==> src/rtl/layer1_seq_if.sv <==
// Stream, memory-command and read-service signals of the first-layer sequencer.
interface layer1_seq_if;
  logic              in_valid;
  logic              in_ready;
  logic signed [7:0] in_data;

  logic              store;
  logic [9:0]        w_addr;
  logic [3:0]        out_c;
  logic signed [7:0] bias;
  logic signed [7:0] value;
  logic              cout_done;
  logic              pool;
  logic              pool_done;
  logic              load;
  logic [9:0]        addr1;
  logic [9:0]        addr2;

  logic              rd_req;
  logic [7:0]        rd_idx;
  logic              rd_last;
  logic              rd_valid;

  modport slave (
    input  in_valid, in_data, pool_done, rd_req, rd_idx, rd_last,
    output in_ready, store, w_addr, out_c, bias, value, cout_done,
           pool, load, addr1, addr2, rd_valid
  );

  modport master (
    output in_valid, in_data, pool_done, rd_req, rd_idx, rd_last,
    input  in_ready, store, w_addr, out_c, bias, value, cout_done,
           pool, load, addr1, addr2, rd_valid
  );
endinterface

==> src/rtl/layer1_seq.sv <==
// First-layer sequencer: stores conv results with per-channel bias, waits for
// pooling, then serves pooled-pixel address pairs to the next stage.
module layer1_seq #(
  parameter int unsigned PIXELS = 784,
  parameter int unsigned OC     = 8,
  parameter int unsigned PW     = 14,
  parameter int unsigned PN     = 196
) (
  input  logic              clk,
  input  logic              rst,
  input  logic              cfg_we,
  input  logic [2:0]        cfg_ch,
  input  logic signed [7:0] cfg_bias,
  input  logic              start,
  output logic              busy,
  output logic              done,
  layer1_seq_if.slave       bus
);

  localparam int unsigned PIX_W = $clog2(PIXELS);
  localparam int unsigned CH_W  = $clog2(OC);

  typedef enum logic [2:0] {IDLE, STORE, POOL, SERVE, DONE} state_t;

  state_t             state_q, state_d;
  logic [PIX_W-1:0]   pix_q, pix_d;
  logic [CH_W-1:0]    ch_q, ch_d;
  logic signed [7:0]  bias_tab_q [OC];
  logic signed [7:0]  bias_tab_d [OC];
  logic               store_q, store_d;
  logic [9:0]         w_addr_q, w_addr_d;
  logic [3:0]         out_c_q, out_c_d;
  logic signed [7:0]  bias_q, bias_d;
  logic signed [7:0]  value_q, value_d;
  logic               cout_done_q, cout_done_d;
  logic               load_q, load_d;
  logic [9:0]         addr1_q, addr1_d;
  logic [9:0]         addr2_q, addr2_d;
  logic               v1_q, v1_d;
  logic               rd_valid_q, rd_valid_d;
  logic               last1_q, last1_d;
  logic               last2_q, last2_d;

  logic               accept;
  logic [31:0]        idx_w;
  logic [31:0]        nxt_w;

  // Each pooled pixel maps to the top-left of its 2x2 window in the conv plane.
  function automatic logic [9:0] pool_addr(input logic [31:0] idx);
    return 10'((idx / PW) * (4 * PW) + (idx % PW) * 2);
  endfunction

  assign accept = bus.in_valid && (state_q == STORE);
  assign idx_w  = {24'd0, bus.rd_idx};
  assign nxt_w  = (idx_w == PN - 1) ? 32'd0 : idx_w + 32'd1;

  always_comb begin
    state_d     = state_q;
    pix_d       = pix_q;
    ch_d        = ch_q;
    bias_tab_d  = bias_tab_q;
    store_d     = 1'b0;
    w_addr_d    = w_addr_q;
    out_c_d     = out_c_q;
    bias_d      = bias_q;
    value_d     = value_q;
    cout_done_d = 1'b0;
    load_d      = 1'b0;
    addr1_d     = addr1_q;
    addr2_d     = addr2_q;
    v1_d        = 1'b0;
    rd_valid_d  = v1_q;
    last1_d     = 1'b0;
    last2_d     = last1_q;

    case (state_q)
      IDLE: begin
        if (cfg_we) bias_tab_d[cfg_ch] = cfg_bias;
        if (start) begin
          pix_d   = '0;
          ch_d    = '0;
          state_d = STORE;
        end
      end
      STORE: begin
        if (accept) begin
          store_d  = 1'b1;
          w_addr_d = 10'(pix_q);
          out_c_d  = 4'(ch_q);
          value_d  = bus.in_data;
          bias_d   = bias_tab_q[ch_q];
          if (pix_q == PIX_W'(PIXELS - 1)) begin
            pix_d = '0;
            if (ch_q == CH_W'(OC - 1)) begin
              ch_d        = '0;
              cout_done_d = 1'b1;
              state_d     = POOL;
            end else begin
              ch_d = ch_q + CH_W'(1);
            end
          end else begin
            pix_d = pix_q + PIX_W'(1);
          end
        end
      end
      POOL: begin
        if (bus.pool_done) state_d = SERVE;
      end
      SERVE: begin
        if (bus.rd_req) begin
          last1_d = bus.rd_last;
          if (idx_w < PN) begin
            load_d  = 1'b1;
            v1_d    = 1'b1;
            addr1_d = pool_addr(idx_w);
            addr2_d = pool_addr(nxt_w);
          end
        end
        // last2_q coincides with the final rd_valid, so DONE follows it.
        if (last2_q) state_d = DONE;
      end
      DONE: state_d = IDLE;
      default: state_d = IDLE;
    endcase
  end

  always_ff @(posedge clk or negedge rst) begin
    if (!rst) begin
      state_q     <= IDLE;
      pix_q       <= '0;
      ch_q        <= '0;
      bias_tab_q  <= '{default: '0};
      store_q     <= 1'b0;
      w_addr_q    <= '0;
      out_c_q     <= '0;
      bias_q      <= '0;
      value_q     <= '0;
      cout_done_q <= 1'b0;
      load_q      <= 1'b0;
      addr1_q     <= '0;
      addr2_q     <= '0;
      v1_q        <= 1'b0;
      rd_valid_q  <= 1'b0;
      last1_q     <= 1'b0;
      last2_q     <= 1'b0;
    end else begin
      state_q     <= state_d;
      pix_q       <= pix_d;
      ch_q        <= ch_d;
      bias_tab_q  <= bias_tab_d;
      store_q     <= store_d;
      w_addr_q    <= w_addr_d;
      out_c_q     <= out_c_d;
      bias_q      <= bias_d;
      value_q     <= value_d;
      cout_done_q <= cout_done_d;
      load_q      <= load_d;
      addr1_q     <= addr1_d;
      addr2_q     <= addr2_d;
      v1_q        <= v1_d;
      rd_valid_q  <= rd_valid_d;
      last1_q     <= last1_d;
      last2_q     <= last2_d;
    end
  end

  assign busy          = (state_q != IDLE);
  assign done          = (state_q == DONE);
  assign bus.in_ready  = (state_q == STORE);
  assign bus.pool      = (state_q == POOL);
  assign bus.store     = store_q;
  assign bus.w_addr    = w_addr_q;
  assign bus.out_c     = out_c_q;
  assign bus.bias      = bias_q;
  assign bus.value     = value_q;
  assign bus.cout_done = cout_done_q;
  assign bus.load      = load_q;
  assign bus.addr1     = addr1_q;
  assign bus.addr2     = addr2_q;
  assign bus.rd_valid  = rd_valid_q;

endmodule

==> src/flat_wrapper.sv <==
// flat-port wrapper written by rule: the top's interface ports become plain ports
module layer1_seq_flat 
#(
  parameter int unsigned PIXELS = 784,
  parameter int unsigned OC     = 8,
  parameter int unsigned PW     = 14,
  parameter int unsigned PN     = 196
)
  (clk, rst, cfg_we, cfg_ch, cfg_bias, start, busy, done, bus_in_valid, bus_in_data, bus_pool_done, bus_rd_req, bus_rd_idx, bus_rd_last, bus_in_ready, bus_store, bus_w_addr, bus_out_c, bus_bias, bus_value, bus_cout_done, bus_pool, bus_load, bus_addr1, bus_addr2, bus_rd_valid);
  layer1_seq_if bus_i ();
  input  logic clk;
  input  logic rst;
  input  logic cfg_we;
  input  logic [2:0] cfg_ch;
  input  logic signed [7:0] cfg_bias;
  input  logic start;
  output logic busy;
  output logic done;
  input wire logic [$bits(bus_i.in_valid)-1:0] bus_in_valid;
  input wire logic [$bits(bus_i.in_data)-1:0] bus_in_data;
  input wire logic [$bits(bus_i.pool_done)-1:0] bus_pool_done;
  input wire logic [$bits(bus_i.rd_req)-1:0] bus_rd_req;
  input wire logic [$bits(bus_i.rd_idx)-1:0] bus_rd_idx;
  input wire logic [$bits(bus_i.rd_last)-1:0] bus_rd_last;
  output wire logic [$bits(bus_i.in_ready)-1:0] bus_in_ready;
  output wire logic [$bits(bus_i.store)-1:0] bus_store;
  output wire logic [$bits(bus_i.w_addr)-1:0] bus_w_addr;
  output wire logic [$bits(bus_i.out_c)-1:0] bus_out_c;
  output wire logic [$bits(bus_i.bias)-1:0] bus_bias;
  output wire logic [$bits(bus_i.value)-1:0] bus_value;
  output wire logic [$bits(bus_i.cout_done)-1:0] bus_cout_done;
  output wire logic [$bits(bus_i.pool)-1:0] bus_pool;
  output wire logic [$bits(bus_i.load)-1:0] bus_load;
  output wire logic [$bits(bus_i.addr1)-1:0] bus_addr1;
  output wire logic [$bits(bus_i.addr2)-1:0] bus_addr2;
  output wire logic [$bits(bus_i.rd_valid)-1:0] bus_rd_valid;
  assign bus_i.in_valid = bus_in_valid;
  assign bus_i.in_data = bus_in_data;
  assign bus_i.pool_done = bus_pool_done;
  assign bus_i.rd_req = bus_rd_req;
  assign bus_i.rd_idx = bus_rd_idx;
  assign bus_i.rd_last = bus_rd_last;
  assign bus_in_ready = bus_i.in_ready;
  assign bus_store = bus_i.store;
  assign bus_w_addr = bus_i.w_addr;
  assign bus_out_c = bus_i.out_c;
  assign bus_bias = bus_i.bias;
  assign bus_value = bus_i.value;
  assign bus_cout_done = bus_i.cout_done;
  assign bus_pool = bus_i.pool;
  assign bus_load = bus_i.load;
  assign bus_addr1 = bus_i.addr1;
  assign bus_addr2 = bus_i.addr2;
  assign bus_rd_valid = bus_i.rd_valid;
  layer1_seq #(.PIXELS(PIXELS), .OC(OC), .PW(PW), .PN(PN)) u_core (.clk(clk), .rst(rst), .cfg_we(cfg_we), .cfg_ch(cfg_ch), .cfg_bias(cfg_bias), .start(start), .busy(busy), .done(done), .bus(bus_i));
endmodule
==> config.mk <==
export PLATFORM = sky130hd
export DESIGN_NAME = layer1_seq_flat
export DESIGN_NICKNAME = d
export VERILOG_FILES = /design/src/rtl/layer1_seq_if.sv /design/src/rtl/layer1_seq.sv /design/src/flat_wrapper.sv
export SDC_FILE = /design/constraint.sdc
export NUM_CORES = 1
export LEC_CHECK = 0
export CAP_MARGIN = 10
export CELL_PAD_IN_SITES_DETAIL_PLACEMENT = 1
export CELL_PAD_IN_SITES_GLOBAL_PLACEMENT = 2
export CORE_MARGIN = 2
export CORE_UTILIZATION = 37
export CTS_CLUSTER_SIZE = 12
export DETAILED_ROUTE_END_ITERATION = 10
export PLACE_DENSITY = 0.79
export SLEW_MARGIN = 40
export SYNTH_ARGS = -nofsm -noshare
export SYNTH_HDL_FRONTEND = slang
export SYNTH_SLANG_ARGS = --single-unit
==> constraint.sdc <==
create_clock -name clk -period 2.5 [get_ports clk]
set_input_delay 0.625 -clock clk [delete_from_list [all_inputs] [get_ports clk]]
set_output_delay 0.625 -clock clk [all_outputs]
set_load 0.05 [all_outputs]
Word level (Yosys, flattened, before mapping)
Index checks and enable logic that the tools add are counted.

storage, ports and cells
  input bits = 35
  register bits after elaboration = 135
  word-level logic and storage cells = 98

operators by class
  equal/unequal tests = 13
  order comparisons = 4
  multipliers = 2
  bitwise logic cells = 2
  reductions and logical operators = 11
  div/mod/pow operators = 4
  $add $sub $neg = 5
  mux-type cells = 34

operators with widths
  kind                                                                       number
  64-bit bitwise mux                                                         1
  32-bit by 3-bit multiplier with 7-bit output (second input constant)       2
  32-bit by 4-bit divider with 32-bit output (second input constant)         1
  8-bit by 4-bit divider with 32-bit output (second input constant)          1
  32-bit by 4-bit remainder unit with 32-bit output (second input constant)  1
  8-bit by 4-bit remainder unit with 32-bit output (second input constant)   1
  32-bit two-way mux                                                         1
  10-bit two-way mux                                                         3
  3-bit two-way mux                                                          10
  8-bit binary-select mux with 3-bit select                                  1
  8-bit demux with 3-bit select                                              1
  8-bit two-way mux                                                          3
  10-bit adder                                                               2
  10-bit one-hot mux with 2 select lines                                     1
  3-bit one-hot mux with 4 select lines                                      1
  1-bit two-way mux                                                          11
  10-bit by 1-bit adder with 10-bit output (second input constant)           1
  10-bit == test (second input constant)                                     1
  8-bit by 1-bit adder with 9-bit output (second input constant)             1
  8-bit == test (second input constant)                                      1
  4-bit >= comparator (second input constant)                                2
  8-bit < comparator (second input constant)                                 1
  2-bit by 1-bit != test with 1-bit output (second input constant)           4
  3-bit inverter with 4-bit output                                           2
  other kinds (15)                                                           21

Depth between registers and ports, before layout
Gate-level depths: netlist of the first run.

  depth after elaboration = 6
  depth in mapped cells = 24

Least setup slack after synthesis of the first run
Ideal clock, no wire load.

  path type = input port to flip-flop
  start point = in bus_rd_idx[0]
  end point = reg u_core.addr2_q[9] (netlist: u_core.bus.addr2[9])
  setup slack = -3.224 ns
  stages on the path = 24
  arrival time = 5.592 ns
  buffers on the path = 1
  required time = 2.369 ns
  path through = ha_1 buf_4 nand4_2 o21ai_0 a21o_1 a21oi_2 or3_4 o211ai_4 mux2_4 o31ai_4 inv_1 fa_1 inv_1 ha_1 fa_1 ha_1 o21ai_0 nand2b_1 a21o_1 a21oi_1 xor2_1 nor2_1 o21ai_0 or3b_1

between the ends
  longest elaborated chain between the ends = 5
  elaborated cells on any way between the ends = 9
  classes of those cells = add/sub: 2; mul: 1; div: 2; order compare: 1; eq/ne: 1; mux: 1; reduce/logical: 1

RTL lines
  element                                                                  RTL line            RTL
  start: declaration                                                       flat_wrapper.sv:23  input wire logic [$bits(bus_i.rd_idx)-1:0] bus_rd_idx;
  8-bit by 1-bit adder with 9-bit output or 8-bit == test (tied branches)  layer1_seq.sv:55    assign nxt_w = (idx_w == PN - 1) ? 32'd0 : idx_w + 32'd1;
  32-bit two-way mux                                                       layer1_seq.sv:55
  32-bit by 4-bit divider with 32-bit output                               layer1_seq.sv:50    return 10'((idx / PW) * (4 * PW) + (idx % PW) * 2);
  32-bit by 3-bit multiplier with 7-bit output                             layer1_seq.sv:50
  10-bit adder                                                             layer1_seq.sv:50
  end signal: assignment                                                   layer1_seq.sv:159   addr2_q <= addr2_d;
  end: declaration                                                         layer1_seq.sv:38    logic [9:0] addr2_q, addr2_d;

Parallel ways exist; a longest one is shown, timed or not.
A chain may end at the register's enable or synchronous reset.

Worst setup path after layout of the first run
  start point = in bus_rd_idx[4]
  end point = reg u_core.addr2_q[9] (netlist: u_core.bus.addr2[9])

Same word-level chain as after synthesis.

==> impl_summary.txt, run 1 <==
----------------------------------------------------
[STA]
  Max Clock Skew ... 0.0147 ns
  Number of setup violations in the final report ... 16
  Total Negative Setup Slacks ... -27.12 ns
  Number of max-slew violations in the final report ... 0
  Hold WS ... 0.167 ns
  Unrepaired setup endpoints after global routing ... yes
  Post-route fraction of the period consumed by the critical path ... 2.10
  Hold violation count in the final report ... 0
  Final critical path time including I/O delays and setup ... about 5.2 ns
  Headroom to the max-slew limit ... 0.579
  Fin worst setup slack ... -2.74 ns
  Peak Freq ... 191 MHz
  Transition at the pin with the smallest max-transition slack ... 0.629 ns

[Worst setup path]
  Worst setup path category ... input pin to register
  CP startpoint kind ... input pin
  Critical path capture point type ... register
  CP Data Arrival Time ... 5.53 ns
  Critical Path RT ... roughly 2.8 ns
  Highest net fanout along the worst path ... 5
  Worst R2R Path Depth ... 5

[Layout]
  Non-filler cells, final ... ~1300
  Area of the multi-input gates ... 5160 sq um
  Final net count ... between 1000 and 1500
  Synthesis-to-finish area growth ... 48.9%
  Area taken by flip-flops and latches ... 3330 sq um
  Filler Cells Inserted ... 2313
  Antenna cell count ... 0
  Ratio of cells with drive above 1 in the final layout ... 0.417

[Run]
  Number of max-cap violations ... 0

[Global routing]
  Vias in the first global route ... 7910
  Total Routing Usage GR ... 0.218
  Antenna violations before repair ... 0
  Maximum number of pins on one net before global-route repair ... 53
  Global-route wire length before repair ... around 41000 um
  Remaining global-route overflow ... 0

[Floorplan]
  Width of the die ... 152 um
  Number of placement rows ... 54
  I/O pin count ... 93
  Die span in y ... 152 um
  Placeable core region ... 21700 sq um
  DIE AREA ... ~23000 sq um
  Starting Density ... 0.376

[Clock tree]
  Clock tree from TritonCTS ... yes
  CTS Sinks ... ~130
  Insertion delay to the later sink of the worst-skew pair ... 0.42 ns
  TritonCTS Buffers ... 17
  Maximum level of the CTS H-tree ... 4
  Clock-pin slew on the worst setup and hold paths ... 0.06 ns
  Buffer type at the clock tree root ... clkbuf_16
  Hold buffer count at cts ... 0
  Clock buffer depth ... 2

[Detailed routing]
  1st-pass router iterations ... 4
  Count of antenna-violating nets left after detailed routing ... 0
  Starting DRC count in detailed routing ... 214
  DR DRC count ... 0
  Average detailed-routed wire length per instance ... roughly 19 um
  Detail-routed via count per cell ... between 5 and 6
  Overall via count from detail_route ... 7024
  Sum of routed wire length over all layers ... about 25000 um

[Yosys]
  Post-synthesis async set-or-reset flop share ... 1.00
  Total number of yosys warnings ... 0
  Mapped Area ... 8150 sq um
  Sequential cell area fraction in the yosys report ... 0.409
  Post-synthesis sequential element count ... 133
  Syn avg cell area ... 10.4 sq um
  Number of unique standard cell types used by synthesis ... 78
  Number of enable-type register cells in the synthesized netlist ... 0
  Synth Instances ... 783
  Most instantiated flip-flop cell in the synthesis netlist ... dfrtp_1

[Pwr]
  Power density over the cells ... 718 nW/um^2
  LEAKAGE ... 0.00558 uW
  Worst IR drop on VDD ... 455 uV

[Placement]
  Gp weighted congestion ... 0.895
  HPWL after DPL ... ~18000 um
  Quantity of I/O buffers inserted on ports ... a little under 90
  Post-place setup slack ... -3.64 ns
  Number of cells in the design after placement ... 1281

[Outcome]
  Failing checks ... setup timing
  Outcome ... finished with violations

[Hold path]
  Classification of the worst-slack hold path ... input pin to async pin

----------------------------------------------------
[final timing paths]
| check | end | slack (ns) | startpoint |
|---|---|---|---|
| worst max-delay path | u_core.bus.addr2[9]$_DFFE_PN0P_ | -2.74 | bus_rd_idx[4] |
| worst min-delay path | u_core.bus.value[1]$_DFFE_PN0P_ | 0.17 | rst |
| worst max register to register | u_core.bias_tab_q[45]$_DFFE_PN0P_ | 0.41 | u_core.state_q[1]$_DFFE_PN0P_ |
| worst min register to register | u_core.last2_q$_DFF_PN0_ | 0.35 | u_core.last1_q$_DFF_PN0_ |
| max in group asynchronous | u_core.bias_tab_q[57]$_DFFE_PN0P_ | 1.68 | rst |
| min in group clk | u_core.last2_q$_DFF_PN0_ | 0.35 | u_core.last1_q$_DFF_PN0_ |
[routing by layer]
metal	vias up	part of all wire	track usage
li1	3315	-	-
met1	3554	0.40	0.249
met2	131	0.55	0.410
met3	24	0.041	0.0486
met4	0	0.014	0.0587
met5	-	0	0
[timing repair]
| action | in CTS | in global routing |
|---|---|---|
| gates cloned | 0 | 0 |
| setup buffers | 26 | 17 |
| setup endpoints to repair | 16 | 16 |
| gates resized for setup | 103 | 66 |
| pin swaps | 34 | 56 |
[worst max-delay path, stage by stage]
cell and delay (ns):
buf_2 0.17, buf_4 0.16, nor4_4 0.04, a21oi_2 0.17
o211ai_1 0.17, or2_4 0.26, or3_4 0.40, o211ai_4 0.21
mux2_4 0.34, o31ai_4 0.24, inv_1 0.08, fa_1 0.50
inv_2 0.05, ha_4 0.15, fa_2 0.56, ha_4 0.21
o21ai_2 0.05, nand2b_1 0.09, a21o_1 0.18, a21oi_2 0.13
xor2_1 0.20, nor2_1 0.07, o21ai_1 0.10, or3b_1 0.37
[placed cells by master (no fill, tap or decap), types with 20 or more instances in the layout]
master	count
inv_1	30
nor2_1	31
buf_6	30
mux2_2	66
o21ai_0	24
ha_1	20
dfrtp_1	133
clkdlybuf4s50_1	76
nand2_1	120
a21oi_1	30
buf_4	170
[final cells by class]
type,count,share of cell area
inverter,39,0.0128
clock inverter,13,0.0105
sequential,133,0.274
clock buffer,19,0.0357
tap,280,0.0289
timing repair buffer,288,0.212
multi-input combinational,576,0.426
[report_power, final]
part	total, uW	switching (uW)	internal, uW
Combinational	3670	1770	1900
Sequential	2680	212	2470
Clock	2360	982	1380
Total	8710	2960	5750
[Yosys cell counts (3+ instances only)]
cell | instances | area [sq um]
a21boi_0 | 3 | 22.5
a21o_1 | 17 | 128
a21oi_1 | 42 | 210
a221oi_1 | 3 | 26.3
a31oi_1 | 9 | 56.3
and2_1 | 7 | 43.8
and3_1 | 7 | 43.8
buf_1 | 3 | 11.3
buf_2 | 7 | 35.0
buf_4 | 4 | 30.0
clkbuf_1 | 22 | 82.6
dfrtp_1 | 133 | 3330
fa_1 | 12 | 240
ha_1 | 33 | 413
inv_1 | 38 | 143
mux2_2 | 68 | 766
mux2i_1 | 11 | 110
mux4_2 | 17 | 383
nand2_1 | 124 | 465
nand2b_1 | 8 | 50.1
nand3_1 | 13 | 65.1
nand3b_1 | 3 | 22.5
nand4_1 | 6 | 37.5
nor2_1 | 33 | 124
nor2b_1 | 6 | 37.5
nor3_1 | 8 | 40.0
nor3b_1 | 3 | 22.5
nor4_1 | 4 | 25.0
o2111ai_1 | 4 | 35.0
o21ai_0 | 42 | 210
o221ai_4 | 3 | 78.8
o31ai_1 | 5 | 37.5
xnor2_1 | 12 | 105
xor2_1 | 15 | 131
[cells by family (layout without fill, tap and decap cells)]
family          after synthesis  after routing  synth area share
simple gates                238            238             0.138
compound gates              162            162             0.142
flops                       133            133             0.409
mux                          99             99             0.160
buf+inv                      77            359            0.0402
fa+ha+maj                    46             46            0.0814
xor+xnor                     27             27            0.0290
other cells                   1              4          0.000460
[flip-flops by register name, indices dropped and copies added, names as in the netlist]
register and cells:
u_core.ch_q 3, u_core.pix_q 10, u_core.bus.cout_done 1, u_core.bus.out_c 3, u_core.bias_tab_q 64, u_core.bus.value 8, u_core.bus.store 1, u_core.bus.addr2 9
u_core.state_q 3, u_core.last2_q 1, u_core.bus.rd_valid 1, u_core.bus.bias 8, u_core.bus.addr1 9, u_core.last1_q 1, u_core.bus.w_addr 10, u_core.rd_valid_d 1
[stage by stage]
| step | power, uW | instance area [sq um] | utilization |
|---|---|---|---|
| 2_1_floorplan | 4640 | 8400 | - |
| 3_3_place_gp | 5700 | 10700 | 0.494 |
| 3_5_place_dp | 5890 | 10700 | 0.494 |
| 4_1_cts | 8580 | 11800 | 0.542 |
| 5_1_grt | 9250 | 12100 | 0.559 |
| 6_report | 8710 | 12100 | 0.559 |
Note: power is estimated with default switching activity, not from simulation.
==> run 2: changes to the inputs <==
--- a/config.mk
+++ b/config.mk
@@ -9,10 +9,10 @@
 export CELL_PAD_IN_SITES_DETAIL_PLACEMENT = 1
 export CELL_PAD_IN_SITES_GLOBAL_PLACEMENT = 2
 export CORE_MARGIN = 2
-export CORE_UTILIZATION = 37
+export CORE_UTILIZATION = 33
 export CTS_CLUSTER_SIZE = 12
 export DETAILED_ROUTE_END_ITERATION = 10
-export PLACE_DENSITY = 0.79
+export PLACE_DENSITY = 0.74
 export SLEW_MARGIN = 40
 export SYNTH_ARGS = -nofsm -noshare
 export SYNTH_HDL_FRONTEND = slang
==> constraint.sdc (replaced) <==
create_clock -name clk -period 4.45 [get_ports clk]
set_input_delay 1.1125 -clock clk [delete_from_list [all_inputs] [get_ports clk]]
set_output_delay 1.1125 -clock clk [all_outputs]
set_load 0.05 [all_outputs]
==> impl_summary.txt, run 2 (same netlist as run 1, synthesis figures left out) <==
----------------------------------------------------
[Worst setup path]
  Crit path from ... bus_rd_idx[0]
  Category of cells accounting for the largest share of critical-path delay ... adder cells
  CP Data Arrival Time ... 5.99 ns
  Beginning of the worst register-to-register path ... u_core.state_q[0]$_DFFE_PN0P_
  Logic depth of the worst setup path including buffers ... 25
  Capturing element of the worst setup path ... u_core.bus.addr2[9]$_DFFE_PN0P_
  Critical Path RT ... 4.74 ns
  Highest net fanout along the worst path ... 4
  Critical path capture point type ... register
  Worst setup path category ... input pin to register
  Delay of the slowest cell on the worst path ... 0.55 ns
  WP buf/inv ... 4
  Most numerous cell on the critical path ... ha_4
  Worst R2R Path Depth ... 5
  CP startpoint kind ... input pin
  Slowest stage cell on the critical path ... fa_2
  Internal reg-to-reg setup slack ... 1.46 ns
  Reg2reg end ... u_core.bias_tab_q[45]$_DFFE_PN0P_

[Floorplan]
  Starting Density ... 0.336
  Die span in y ... 161 um
  I/O pin count ... 93
  Width of the die ... ~160 um
  Number of placement rows ... 57
  Placeable core region ... about 24000 sq um
  DIE AREA ... 26000 sq um

[Placement]
  HPWL after DPL ... 16300 um
  Gp weighted congestion ... 0.834
  Number of cells in the design after placement ... 1318
  Quantity of I/O buffers inserted on ports ... just under 90

[Clock tree]
  Maximum level of the CTS H-tree ... 4
  Clock buffer depth ... 2
  Clock-pin slew on the worst setup and hold paths ... about 0.07 ns
  Buffer type at the clock tree root ... clkbuf_16
  CTS Sinks ... 133
  Insertion delay to the later sink of the worst-skew pair ... 0.41 ns
  Clock tree from TritonCTS ... yes
  Hold buffer count at cts ... 0
  TritonCTS Buffers ... 17

[Detailed routing]
  Average detailed-routed wire length per instance ... 17.0 um
  1st-pass router iterations ... 5
  Detail-routed via count per cell ... around 5.0
  Starting DRC count in detailed routing ... 285
  Sum of routed wire length over all layers ... between 20000 and 25000 um
  Count of antenna-violating nets left after detailed routing ... 0
  DR DRC count ... 0
  Overall via count from detail_route ... about 7000

[STA]
  Post-route fraction of the period consumed by the critical path ... 1.28
  Headroom to the max-slew limit ... 0.537
  Number of setup violations in the final report ... 10
  Fin worst setup slack ... -1.25 ns
  Hold violation count in the final report ... 0
  Peak Freq ... 176 MHz
  Final critical path time including I/O delays and setup ... 5.70 ns
  Unrepaired setup endpoints after global routing ... yes
  Max Clock Skew ... 0.0102 ns
  Transition at the pin with the smallest max-transition slack ... 0.694 ns
  Number of max-slew violations in the final report ... 0

[Layout]
  Filler Cells Inserted ... 2645
  Area taken by flip-flops and latches ... 3330 sq um
  Area of the multi-input gates ... just over 5000 sq um
  Largest register FFs ... 64
  Register with the most flip-flops ... u_core.bias_tab_q
  Antenna cell count ... 0
  Most used cells in the layout excluding fill and tap cells ... buf_4 (166), dfrtp_1 (132), nand2_1 (120)
  Most common cell after layout, fill and taps aside ... buf_4
  Synthesis-to-finish area growth ... 48.8%
  Non-filler cells, final ... 1392
  Final net count ... 1135
  Ratio of cells with drive above 1 in the final layout ... 0.406
  Post-layout util ... 0.500

[Pwr]
  Worst IR drop on VDD ... 203 uV
  Power density over the cells ... 417 nW/um^2
  LEAKAGE ... roughly 0.0056 uW

[Outcome]
  Outcome ... finished with violations
  Failing checks ... setup timing

[Global routing]
  Vias in the first global route ... 7381
  Remaining global-route overflow ... 0
  Total Routing Usage GR ... 0.185
  Global-route wire length before repair ... about 38000 um
  Antenna violations before repair ... 0
  Maximum number of pins on one net before global-route repair ... between 90 and 100

[Run]
  Number of max-cap violations ... 0

[Hold path]
  Classification of the worst-slack hold path ... register to register

----------------------------------------------------
==> run 2: cell count changes in the layout (fill, tap and decap cells not counted), moves of 3 or more <==
cell / change
clkinv_4: -4
inv_6: +4
buf_12: -5
inv_8: +3
ha_4: -3
o21ai_2: -5
buf_4: -4
clkdlybuf4s50_1: +4
buf_8: +4
==> run 2: cell type report <==
class / instances / share of cell area
clock buffer: 17 / 0.0351
clock inverter: 15 / 0.0131
inverter: 39 / 0.0131
multi-input combinational: 576 / 0.420
sequential: 133 / 0.275
tap: 324 / 0.0334
timing repair buffer: 288 / 0.211
==> run 2: per-layer routing <==
layer  vias to the layer above  global-route usage  part of all wire  wire length [um]
li1                       3327                   -                 -                 -
met1                      3467               0.229              0.44             10400
met2                        94               0.340              0.53             12600
met3                        17              0.0239             0.020               485
met4                         0              0.0479             0.012               295
met5                         -                   0                 0                 0
==> run 2: how the worst min path moves through the flow <==
stage | slack [ns] | end | cells past startpoint | from
floorplan | 0.33 | u_core.last2_q$_DFF_PN0_ | 0 | u_core.last1_q$_DFF_PN0_
global placement | 0.34 | u_core.last2_q$_DFF_PN0_ | 0 | u_core.last1_q$_DFF_PN0_
detailed placement | 0.34 | u_core.last2_q$_DFF_PN0_ | 0 | u_core.last1_q$_DFF_PN0_
CTS | 0.36 | u_core.last2_q$_DFF_PN0_ | 0 | u_core.last1_q$_DFF_PN0_
global route | 0.36 | u_core.last2_q$_DFF_PN0_ | 0 | u_core.last1_q$_DFF_PN0_
finish | 0.36 | u_core.last2_q$_DFF_PN0_ | 0 | u_core.last1_q$_DFF_PN0_
==> run 2: repair_timing <==
| item | CTS | global route |
|---|---|---|
| gates resized for setup | 110 | 58 |
| pin swaps | 56 | 55 |
| buffers inserted | 36 | 15 |
| endpoints found under the setup margin | 13 | 12 |
==> run 2: through the flow <==
stage                     hold WS [ns]  TNS (ns)  cell area, sq um  setup WS [ns]  power [uW]
after detailed placement         0.343    -17.81             10700          -2.10        3240
after floorplan                  0.331     -6.34              8350          -1.49        2580
after CTS                        0.360     -7.95             11800          -1.27        4990
after global placement           0.338    -16.81             10700          -1.93        3190
after global routing             0.364     -9.12             12100          -1.46        5360
final                            0.358     -7.52             12100          -1.25        5060
==> run 2: power by group <==
group          switching (uW)  internal, uW
clock                     606           796
sequential                116          1390
combinational             991          1160
total                    1710          3340
==> run 3: changes to the inputs <==
--- a/config.mk
+++ b/config.mk
@@ -13,6 +13,7 @@
 export CTS_CLUSTER_SIZE = 12
 export DETAILED_ROUTE_END_ITERATION = 10
 export PLACE_DENSITY = 0.74
+export RECOVER_POWER = 25
 export SLEW_MARGIN = 40
 export SYNTH_ARGS = -nofsm -noshare
 export SYNTH_HDL_FRONTEND = slang
==> impl_summary.txt, run 3 (same netlist as run 1, synthesis figures left out) <==
----------------------------------------------------
[Outcome]
  Outcome ... finished with violations
  Failing checks ... capacitance limit, slew limit, setup timing

[Worst setup path]
  Delay of the slowest cell on the worst path ... 0.55 ns
  Slowest stage cell on the critical path ... fa_2
  Critical Path RT ... roughly 4.7 ns
  Worst setup path category ... input pin to register
  Internal reg-to-reg setup slack ... around 1.5 ns
  Critical path capture point type ... register
  CP startpoint kind ... input pin
  CP Data Arrival Time ... 5.99 ns
  Reg2reg end ... u_core.bias_tab_q[45]$_DFFE_PN0P_
  Worst R2R Path Depth ... 5
  Highest net fanout along the worst path ... 4
  Beginning of the worst register-to-register path ... u_core.state_q[0]$_DFFE_PN0P_
  Logic depth of the worst setup path including buffers ... 25
  Most numerous cell on the critical path ... ha_4
  WP buf/inv ... 4
  Category of cells accounting for the largest share of critical-path delay ... adder cells

[Global routing]
  Global-route wire length before repair ... 38500 um
  Remaining global-route overflow ... 0
  Vias in the first global route ... approximately 7400
  Antenna violations before repair ... 0
  Total Routing Usage GR ... 0.185
  Maximum number of pins on one net before global-route repair ... 92

[STA]
  Hold WS ... 0.357 ns
  Number of setup violations in the final report ... 10
  Transition at the pin with the smallest max-transition slack ... approximately 2.3 ns
  Headroom to the max-slew limit ... -0.508
  Fin worst setup slack ... -1.25 ns
  Hold violation count in the final report ... 0
  Unrepaired setup endpoints after global routing ... yes
  Total Negative Setup Slacks ... -7.52 ns
  Final critical path time including I/O delays and setup ... 5.70 ns
  Post-route fraction of the period consumed by the critical path ... 1.28
  Max Clock Skew ... 0.00954 ns
  Number of max-slew violations in the final report ... 92
  Peak Freq ... 175 MHz

[Layout]
  Filler Cells Inserted ... approximately 2600
  Area of the multi-input gates ... 5090 sq um
  Post-route standard cell area excluding fillers ... 12100 sq um
  Area taken by flip-flops and latches ... 3330 sq um
  Non-filler cells, final ... approximately 1400
  Antenna cell count ... 0
  Register with the most flip-flops ... u_core.bias_tab_q
  Most common cell after layout, fill and taps aside ... buf_4
  Synthesis-to-finish area growth ... 48.7%
  Final net count ... 1135
  Most used cells in the layout excluding fill and tap cells ... buf_4 (166), dfrtp_1 (132), nand2_1 (120)
  Largest register FFs ... 64
  Ratio of cells with drive above 1 in the final layout ... 0.406

[Pwr]
  Net Sw Frac ... 0.339
  Worst IR drop on VDD ... 203 uV
  Net Sw Power ... 1710 uW
  Cell-internal power ... 3340 uW
  Sequential cell fraction of total power ... 0.297
  Total Power Consumption ... 5050 uW
  LEAKAGE ... ~0.0056 uW
  Share of power burned in the clock network ... 0.277
  Power density over the cells ... 417 nW/um^2
  Part of the power in combinational logic ... 0.426

[Floorplan]
  Die span in y ... 161 um
  Number of placement rows ... 57
  DIE AREA ... about 26000 sq um
  I/O pin count ... 93
  Starting Density ... 0.336
  Placeable core region ... 24200 sq um
  Width of the die ... 161 um

[Hold path]
  Capture endpoint of the worst hold path ... u_core.last2_q$_DFF_PN0_
  Source of the worst hold timing path ... u_core.last1_q$_DFF_PN0_
  Worst hold path stage count ... 0
  Classification of the worst-slack hold path ... register to register

[Placement]
  Instance area at placement ... 10700 sq um
  Gp weighted congestion ... between 0.8 and 0.9
  HPWL after DPL ... roughly 16000 um
  Number of cells in the design after placement ... 1318
  Quantity of I/O buffers inserted on ports ... a little under 90

[Detailed routing]
  DR DRC count ... 0
  Sum of routed wire length over all layers ... 23800 um
  Starting DRC count in detailed routing ... 297
  Detail-routed via count per cell ... approximately 5.0
  Average detailed-routed wire length per instance ... 17.1 um
  Overall via count from detail_route ... 6903
  Count of antenna-violating nets left after detailed routing ... 0
  1st-pass router iterations ... 5

[Clock tree]
  Clock-pin slew on the worst setup and hold paths ... around 0.070 ns
  Buffer type at the clock tree root ... clkbuf_16
  Maximum level of the CTS H-tree ... 4
  CTS Sinks ... 133
  Clock tree from TritonCTS ... yes
  Insertion delay to the later sink of the worst-skew pair ... a little over 0.4 ns
  TritonCTS Buffers ... 17
  Clock buffer depth ... 2
  Hold buffer count at cts ... 0

[Run]
  Number of max-cap violations ... 1

----------------------------------------------------
## run 3: power groups by stage
stage	combinational, uW	sequential (uW)	clock (uW)
3_3_place_gp	1690	1510	0
3_5_place_dp	1720	1520	0
6_report	2150	1500	1400
4_1_cts	2050	1500	1430
5_1_grt	2350	1530	1490
2_1_floorplan	965	1610	0
## run 3: worst max path at each step
stage                        from                              end  slack (ns)
finish              bus_rd_idx[0]  u_core.bus.addr2[9]$_DFFE_PN0P_       -1.25
global route        bus_rd_idx[0]  u_core.bus.addr2[9]$_DFFE_PN0P_       -1.46
CTS                 bus_rd_idx[4]  u_core.bus.addr2[9]$_DFFE_PN0P_       -1.27
detailed placement  bus_rd_idx[2]  u_core.bus.addr2[9]$_DFFE_PN0P_       -2.10
global placement    bus_rd_idx[2]  u_core.bus.addr2[9]$_DFFE_PN0P_       -1.93
floorplan           bus_rd_idx[0]  u_core.bus.addr2[9]$_DFFE_PN0P_       -1.49
## run 3: through the flow
| step | util | worst slack, ns |
|---|---|---|
| floorplan | - | -1.49 |
| global placement | 0.440 | -1.93 |
| detailed placement | 0.440 | -2.10 |
| CTS | 0.487 | -1.27 |
| global route | 0.500 | -1.46 |
| finish | 0.500 | -1.25 |
## run 3: final cells by class
type | instances | area share
multi-input combinational | 576 | 0.420
sequential | 133 | 0.275
timing repair buffer | 288 | 0.210
clock buffer | 17 | 0.0351
tap | 324 | 0.0335
clock inverter | 15 | 0.0131
inverter | 39 | 0.0131
## run 3: per-layer routing
layer | up-vias | wire length [um] | global-route usage
li1 | 3321 | - | -
met1 | 3479 | 10400 | 0.229
met2 | 88 | 12600 | 0.340
met3 | 15 | 438 | 0.0239
met4 | 0 | 269 | 0.0479
met5 | - | 0 | 0
## run 3: timing repair
| action | CTS | global route |
|---|---|---|
| gates resized for setup | 110 | 58 |
| pin swaps | 56 | 55 |
| buffers inserted | 36 | 15 |
| endpoints found under the setup margin | 13 | 12 |
| hold endpoints to repair | 0 | 0 |
## run 3: worst register-to-register path, cell delays in order (launching register included)
cell      delay (ns)
dfrtp_1         0.53
nor3_1          0.58
nand3b_1        0.42
nor3b_1         0.68
buf_4           0.29
mux2_2          0.35
